[src/rtl/scan_mux_pkg.sv]
// Shared mode encodings and select-width helper for the scan_mux channel selector.
package scan_mux_pkg;

    localparam logic [1:0] MODE_MANUAL = 2'b00;
    localparam logic [1:0] MODE_AUTO   = 2'b01;
    localparam logic [1:0] MODE_STEP   = 2'b10;
    localparam logic [1:0] MODE_HOLD   = 2'b11;

    // A select bus is never narrower than one bit, even for two channels.
    function automatic int calc_selw(input int nch);
        return (nch <= 2) ? 1 : $clog2(nch);
    endfunction

endpackage

[src/rtl/tick_divider.sv]
// Free-running divider producing a one-cycle tick every DIV enabled cycles.
module tick_divider #(
    parameter int DIV = 50000000
) (
    input  logic CLOCK_50,
    input  logic resetn,
    input  logic clr,
    input  logic en,
    output logic tick
);

    localparam int            CW   = (DIV > 1) ? $clog2(DIV) : 1;
    localparam logic [CW-1:0] LAST = CW'(DIV - 1);
    localparam logic [CW-1:0] ONE  = CW'(1);

    logic [CW-1:0] r_cnt;
    logic [CW-1:0] w_cnt_base;

    // A clear in the same cycle as enable counts that cycle as count 0.
    assign w_cnt_base = clr ? '0 : r_cnt;
    assign tick       = en && (w_cnt_base == LAST);

    always_ff @(posedge CLOCK_50 or negedge resetn) begin
        if (!resetn) begin
            r_cnt <= '0;
        end else if (en) begin
            r_cnt <= tick ? '0 : w_cnt_base + ONE;
        end else if (clr) begin
            r_cnt <= '0;
        end
    end

endmodule

[src/rtl/scan_mux.sv]
// Registered N-channel selector with manual, timed auto-scan, key-step and hold modes.
module scan_mux
    import scan_mux_pkg::*;
#(
    parameter int  NCH      = 4,
    parameter int  W        = 4,
    parameter int  TICK_DIV = 50000000,
    localparam int SELW     = calc_selw(NCH)
) (
    input  logic              CLOCK_50,
    input  logic              resetn,
    input  logic [NCH*W-1:0]  din,
    input  logic [1:0]        mode,
    input  logic [SELW-1:0]   sel,
    input  logic              step_n,
    output logic [W-1:0]      dout,
    output logic [SELW-1:0]   cur_ch,
    output logic              ch_chg,
    output logic              sel_err
);

    localparam logic [SELW-1:0] LAST_CH = SELW'(NCH - 1);
    localparam logic [SELW-1:0] ONE_CH  = SELW'(1);
    localparam logic [SELW:0]   NCH_EXT = (SELW + 1)'(NCH);

    logic            r_sync1, r_sync2, r_sync_d;
    logic            r_prev_auto;
    logic [SELW-1:0] r_cur_ch;
    logic [W-1:0]    r_dout;
    logic            r_ch_chg, r_sel_err;

    logic            w_press, w_auto, w_auto_entry, w_tick, w_err;
    logic [SELW-1:0] w_next_ch, w_inc_ch;
    logic [W-1:0]    w_dsel;

    // Key is asynchronous; a press is a 1->0 transition after the two-flop synchroniser.
    always_ff @(posedge CLOCK_50 or negedge resetn) begin
        if (!resetn) begin
            r_sync1  <= 1'b1;
            r_sync2  <= 1'b1;
            r_sync_d <= 1'b1;
        end else begin
            r_sync1  <= step_n;
            r_sync2  <= r_sync1;
            r_sync_d <= r_sync2;
        end
    end

    assign w_press      = r_sync_d & ~r_sync2;
    assign w_auto       = (mode == MODE_AUTO);
    assign w_auto_entry = w_auto & ~r_prev_auto;

    tick_divider #(
        .DIV (TICK_DIV)
    ) u_tick (
        .CLOCK_50 (CLOCK_50),
        .resetn   (resetn),
        .clr      (w_auto_entry),
        .en       (w_auto),
        .tick     (w_tick)
    );

    assign w_inc_ch = (r_cur_ch == LAST_CH) ? '0 : r_cur_ch + ONE_CH;

    always_comb begin
        w_next_ch = r_cur_ch;
        w_err     = 1'b0;
        case (mode)
            MODE_MANUAL: begin
                if ({1'b0, sel} < NCH_EXT) w_next_ch = sel;
                else                       w_err     = 1'b1;
            end
            MODE_AUTO:   if (w_tick)  w_next_ch = w_inc_ch;
            MODE_STEP:   if (w_press) w_next_ch = w_inc_ch;
            default:     w_next_ch = r_cur_ch;
        endcase
    end

    always_comb begin
        w_dsel = '0;
        for (int k = 0; k < NCH; k++) begin
            if (w_next_ch == SELW'(k)) w_dsel = din[k*W +: W];
        end
    end

    // HOLD freezes the data register as well as the channel.
    always_ff @(posedge CLOCK_50 or negedge resetn) begin
        if (!resetn) begin
            r_cur_ch    <= '0;
            r_dout      <= '0;
            r_ch_chg    <= 1'b0;
            r_sel_err   <= 1'b0;
            r_prev_auto <= 1'b0;
        end else begin
            r_cur_ch    <= w_next_ch;
            r_ch_chg    <= (w_next_ch != r_cur_ch);
            r_sel_err   <= w_err;
            r_prev_auto <= w_auto;
            if (mode != MODE_HOLD) r_dout <= w_dsel;
        end
    end

    assign dout    = r_dout;
    assign cur_ch  = r_cur_ch;
    assign ch_chg  = r_ch_chg;
    assign sel_err = r_sel_err;

endmodule
[config.mk]
export PLATFORM = sky130hd
export DESIGN_NAME = scan_mux
export DESIGN_NICKNAME = d
export VERILOG_FILES = /design/src/rtl/scan_mux_pkg.sv /design/src/rtl/tick_divider.sv /design/src/rtl/scan_mux.sv
export SDC_FILE = /design/constraint.sdc
export NUM_CORES = 1
export LEC_CHECK = 0
export ABC_CLOCK_PERIOD_IN_PS = 4300
export BUFFER_PORTS_ARGS = -buffer_cell sky130_fd_sc_hd__buf_4
export CAP_MARGIN = 40
export CORE_MARGIN = 2
export CORE_UTILIZATION = 38
export CTS_CLUSTER_DIAMETER = 200
export DETAILED_ROUTE_END_ITERATION = 12
export SETUP_SLACK_MARGIN = 0.4
export SYNTH_ARGS = -nofsm -noshare
export SYNTH_HDL_FRONTEND = slang
export SYNTH_SLANG_ARGS = --single-unit
export TNS_END_PERCENT = 5
[constraint.sdc]
create_clock -name CLOCK_50 -period 4.3 [get_ports CLOCK_50]
set_clock_uncertainty 0.05 [all_clocks]
set_input_delay 0.645 -clock CLOCK_50 [delete_from_list [all_inputs] [get_ports CLOCK_50]]
set_output_delay 0.645 -clock CLOCK_50 [all_outputs]
set_load 0.01 [all_outputs]
==> reports/metrics.cfg <==
[clocking]
clock_path_buffers=2
hold_buffers=0
cts.sinks=37
cts_setup_buffers=0
cts_inserted_buffers=5
cts_resized=0
cts_root_buffer=clkbuf_8
clk_pin_slew_worst_paths_ns=0.07
clk_latency_ns=0.29
cts_tree=built
htree_levels=2

[pwr]
intPower_w=0.000636
comb_power_share_pct=17.9
clockPowerShare_pct=36.5
netSwitchingFraction_pct=26.0
vdd_drop_max_uv=149
pwr-share-seq_pct=45.6
power.density_nw_per_um2=333
leakage_nw=1.14
netSwitchingPower_w=0.000223

[placed_design]
pre_cts_ws_ns=0.984
dp_hpwl_um=3420
routabilityCongestion=0.817
port-buffer-count=29
dp.cells=328

[synth]
ys_warn_count=0
synth_commonest_cells=dfrtp_1 (34), nor2_1 (33), nand2_1 (23)
syn_inst=236
yosysMostFrequentCell=dfrtp_1
ys_seq_area_share_pct=42.3
synth_area_leader_cell=dfrtp_1
synth_cell_types=52
syn_avg_cell_area_um2=9.31
synthTopCellsByArea=dfrtp_1 (39%), nor2_1 (5.6%), xor2_1 (5.2%), mux2i_1 (4.6%), nand2_1 (3.9%)
ys_ff_latch=37
netlist.area_leader.share_pct=38.7
synth_flop_cell=dfrtp_1
synth_edf_count=0
async_flop_share_pct=100
syn-num-nets=261
syn_area_um2=2200

[grt]
grt_use_met1_pct=21.6
grt_start_max_net_pins=38
grt.met2_usage_pct=27.6
grtUsageMet3_pct=4.52
grt_pass1_vias=1807
track_usage_pct=16.8
grt_pass1_wl_um=8450
top_usage_layer=met2
antenna_found_initial=0
grt_overflow_total=0

[sta]
period_minus_slack_ns=2.98
fmax_mhz=336
fin_crit_sh_pct=69.3
setup_tns_ns=0
slew_viol_final=0
rsz0062_at_grt=false
worst_slack_ns=1.32
hold_ws_ns=0.261
worst_pin_slew_ns=0.845
finalSetupViolations=0
slew_headroom_pct=43.1
hold_violations=0

[worst_setup_path]
critPathKind=input pin to flip-flop
required_ns=4.43
crit_arrival_ns=3.11
crit_path_start_kind=input pin
cp-end-kind=flip-flop
cp_max_fo=14

[worst_hold_path]
worstHoldPathType=input pin to asynchronous set/reset pin

[route]
vias=1767
finalWirelength_um=4740
ant_nets=0
routed_wire_length_per_instance_um=14.1
drcViolationCount=0
vias_per_cell=5.26
dr.pass1.iters=4
first_iter_violations=113

[floorplan]
design.die.area_um2=6410
initial_core_util_pct=39.7
core.rowCount=27
fp.dieW_um=80.0
core_area_um2=5540
io_pins=31
die_h_um=80.0

[layout]
diodes=0
drive_gt1_share_pct=19.3
n_fill_cell=547
nets=288
syn2layout_area_growth_pct=17.4
layoutNonFillerInstCount=336

[run_status]
status=complete, no violations

[flow_run]
drv_cap=0

## path summary, 6_finish.rpt
check                                  from                to  slack [ns]  cells past startpoint
worst max-delay path                mode[0]           dout[1]        1.32                     10
worst min-delay path                 resetn  u_tick.r_cnt[21]        0.26                      1
worst max register to register  r_prev_auto           dout[1]        1.45                      9
worst min register to register      r_sync1           r_sync2        0.31                      0
max in group asynchronous            resetn           r_sync1        3.58                      1
min in group CLOCK_50               r_sync1           r_sync2        0.31                      0
## stage by stage
stage	total power, W	utilization [%]	instance area [um2]
after CTS	0.000866	46.5	2580
final	0.000859	46.5	2580
after floorplan	0.000491	-	2200
after global placement	0.000553	44.4	2460
after detailed placement	0.000554	44.4	2460
after global routing	0.000906	46.5	2580
## sequential cells by signal (all words and copies together), names as in the netlist
| signal | flops |
|---|---|
| cur_ch | 2 |
| u_tick.r_cnt | 26 |
| dout | 4 |
| r_sync2 | 1 |
| ch_chg | 1 |
| r_prev_auto | 1 |
| r_sync1 | 1 |
| r_sync_d | 1 |
## metal layers
layer	part of all wire (%)	routed length (um)
met1	47	2230
met2	47	2240
met3	4.2	198
met4	1.5	69
met5	0	0
## kinds of logic (layout without fill, tap and decap cells)
kind of cell / after synthesis / in the layout / synth area share [%]
AOI/OAI and AO/OA: 36 / 36 / 10.6
xor gates and xnor gates: 22 / 22 / 8.77
adders and majority gates: 2 / 2 / 1.14
buffers and inverters: 17 / 45 / 3.87
DFF: 37 / 37 / 42.3
muxes: 11 / 11 / 5.58
other: 1 / 1 / 0.171
and+or+nand+nor: 110 / 110 / 27.6
## cell usage in the layout, fill, tap and decap left out, types with 2 or more instances in the layout
master    instances
nand3_4           2
clkbuf_8          6
nand3_1           6
nor4_1            5
o21ai_1           2
and2_1            3
nor2_1           33
o21ai_0           8
nor3_1            3
a21oi_1          10
and3_1            7
and4_1            4
or2_2             2
o211ai_1          3
dfrtp_1          34
xnor2_1           9
dfstp_2           3
ha_1              2
mux2i_1          10
nand2_1          23
inv_1             4
nand4_1           9
a211oi_1          2
xor2_1           13
buf_4            31
a221oi_1          5
## cell type report
type                       count  area (um2)  share of cell area [%]
sequential                    37         930                    36.1
multi-input combinational    182        1180                    45.9
timing repair buffer          31         233                    9.02
tap                           72        90.1                    3.49
clock buffer                   7        86.3                    3.35
inverter                       6        27.5                    1.07
clock inverter                 1        30.0                    1.16
## power by group through the flow
stage | Sequential [W] | Clock (W) | Combinational (W)
2_1_floorplan | 0.000398 | 0 | 0.0000928
3_3_place_gp | 0.000398 | 0 | 0.000155
3_5_place_dp | 0.000397 | 0 | 0.000156
4_1_cts | 0.000392 | 0.000318 | 0.000156
5_1_grt | 0.000396 | 0.000338 | 0.000172
6_report | 0.000391 | 0.000314 | 0.000154
## worst max-delay path, cell delays in order
cell and delay, ns:
buf_4 0.16, or3b_1 0.25, and2_1 0.15, ha_1 0.19, and4_1 0.28, nand3_4 0.13, nor4_4 0.35, mux2i_4 0.51
mux2i_1 0.15, a221oi_1 0.29
No activity file was read; power rests on OpenSTA's default activity.
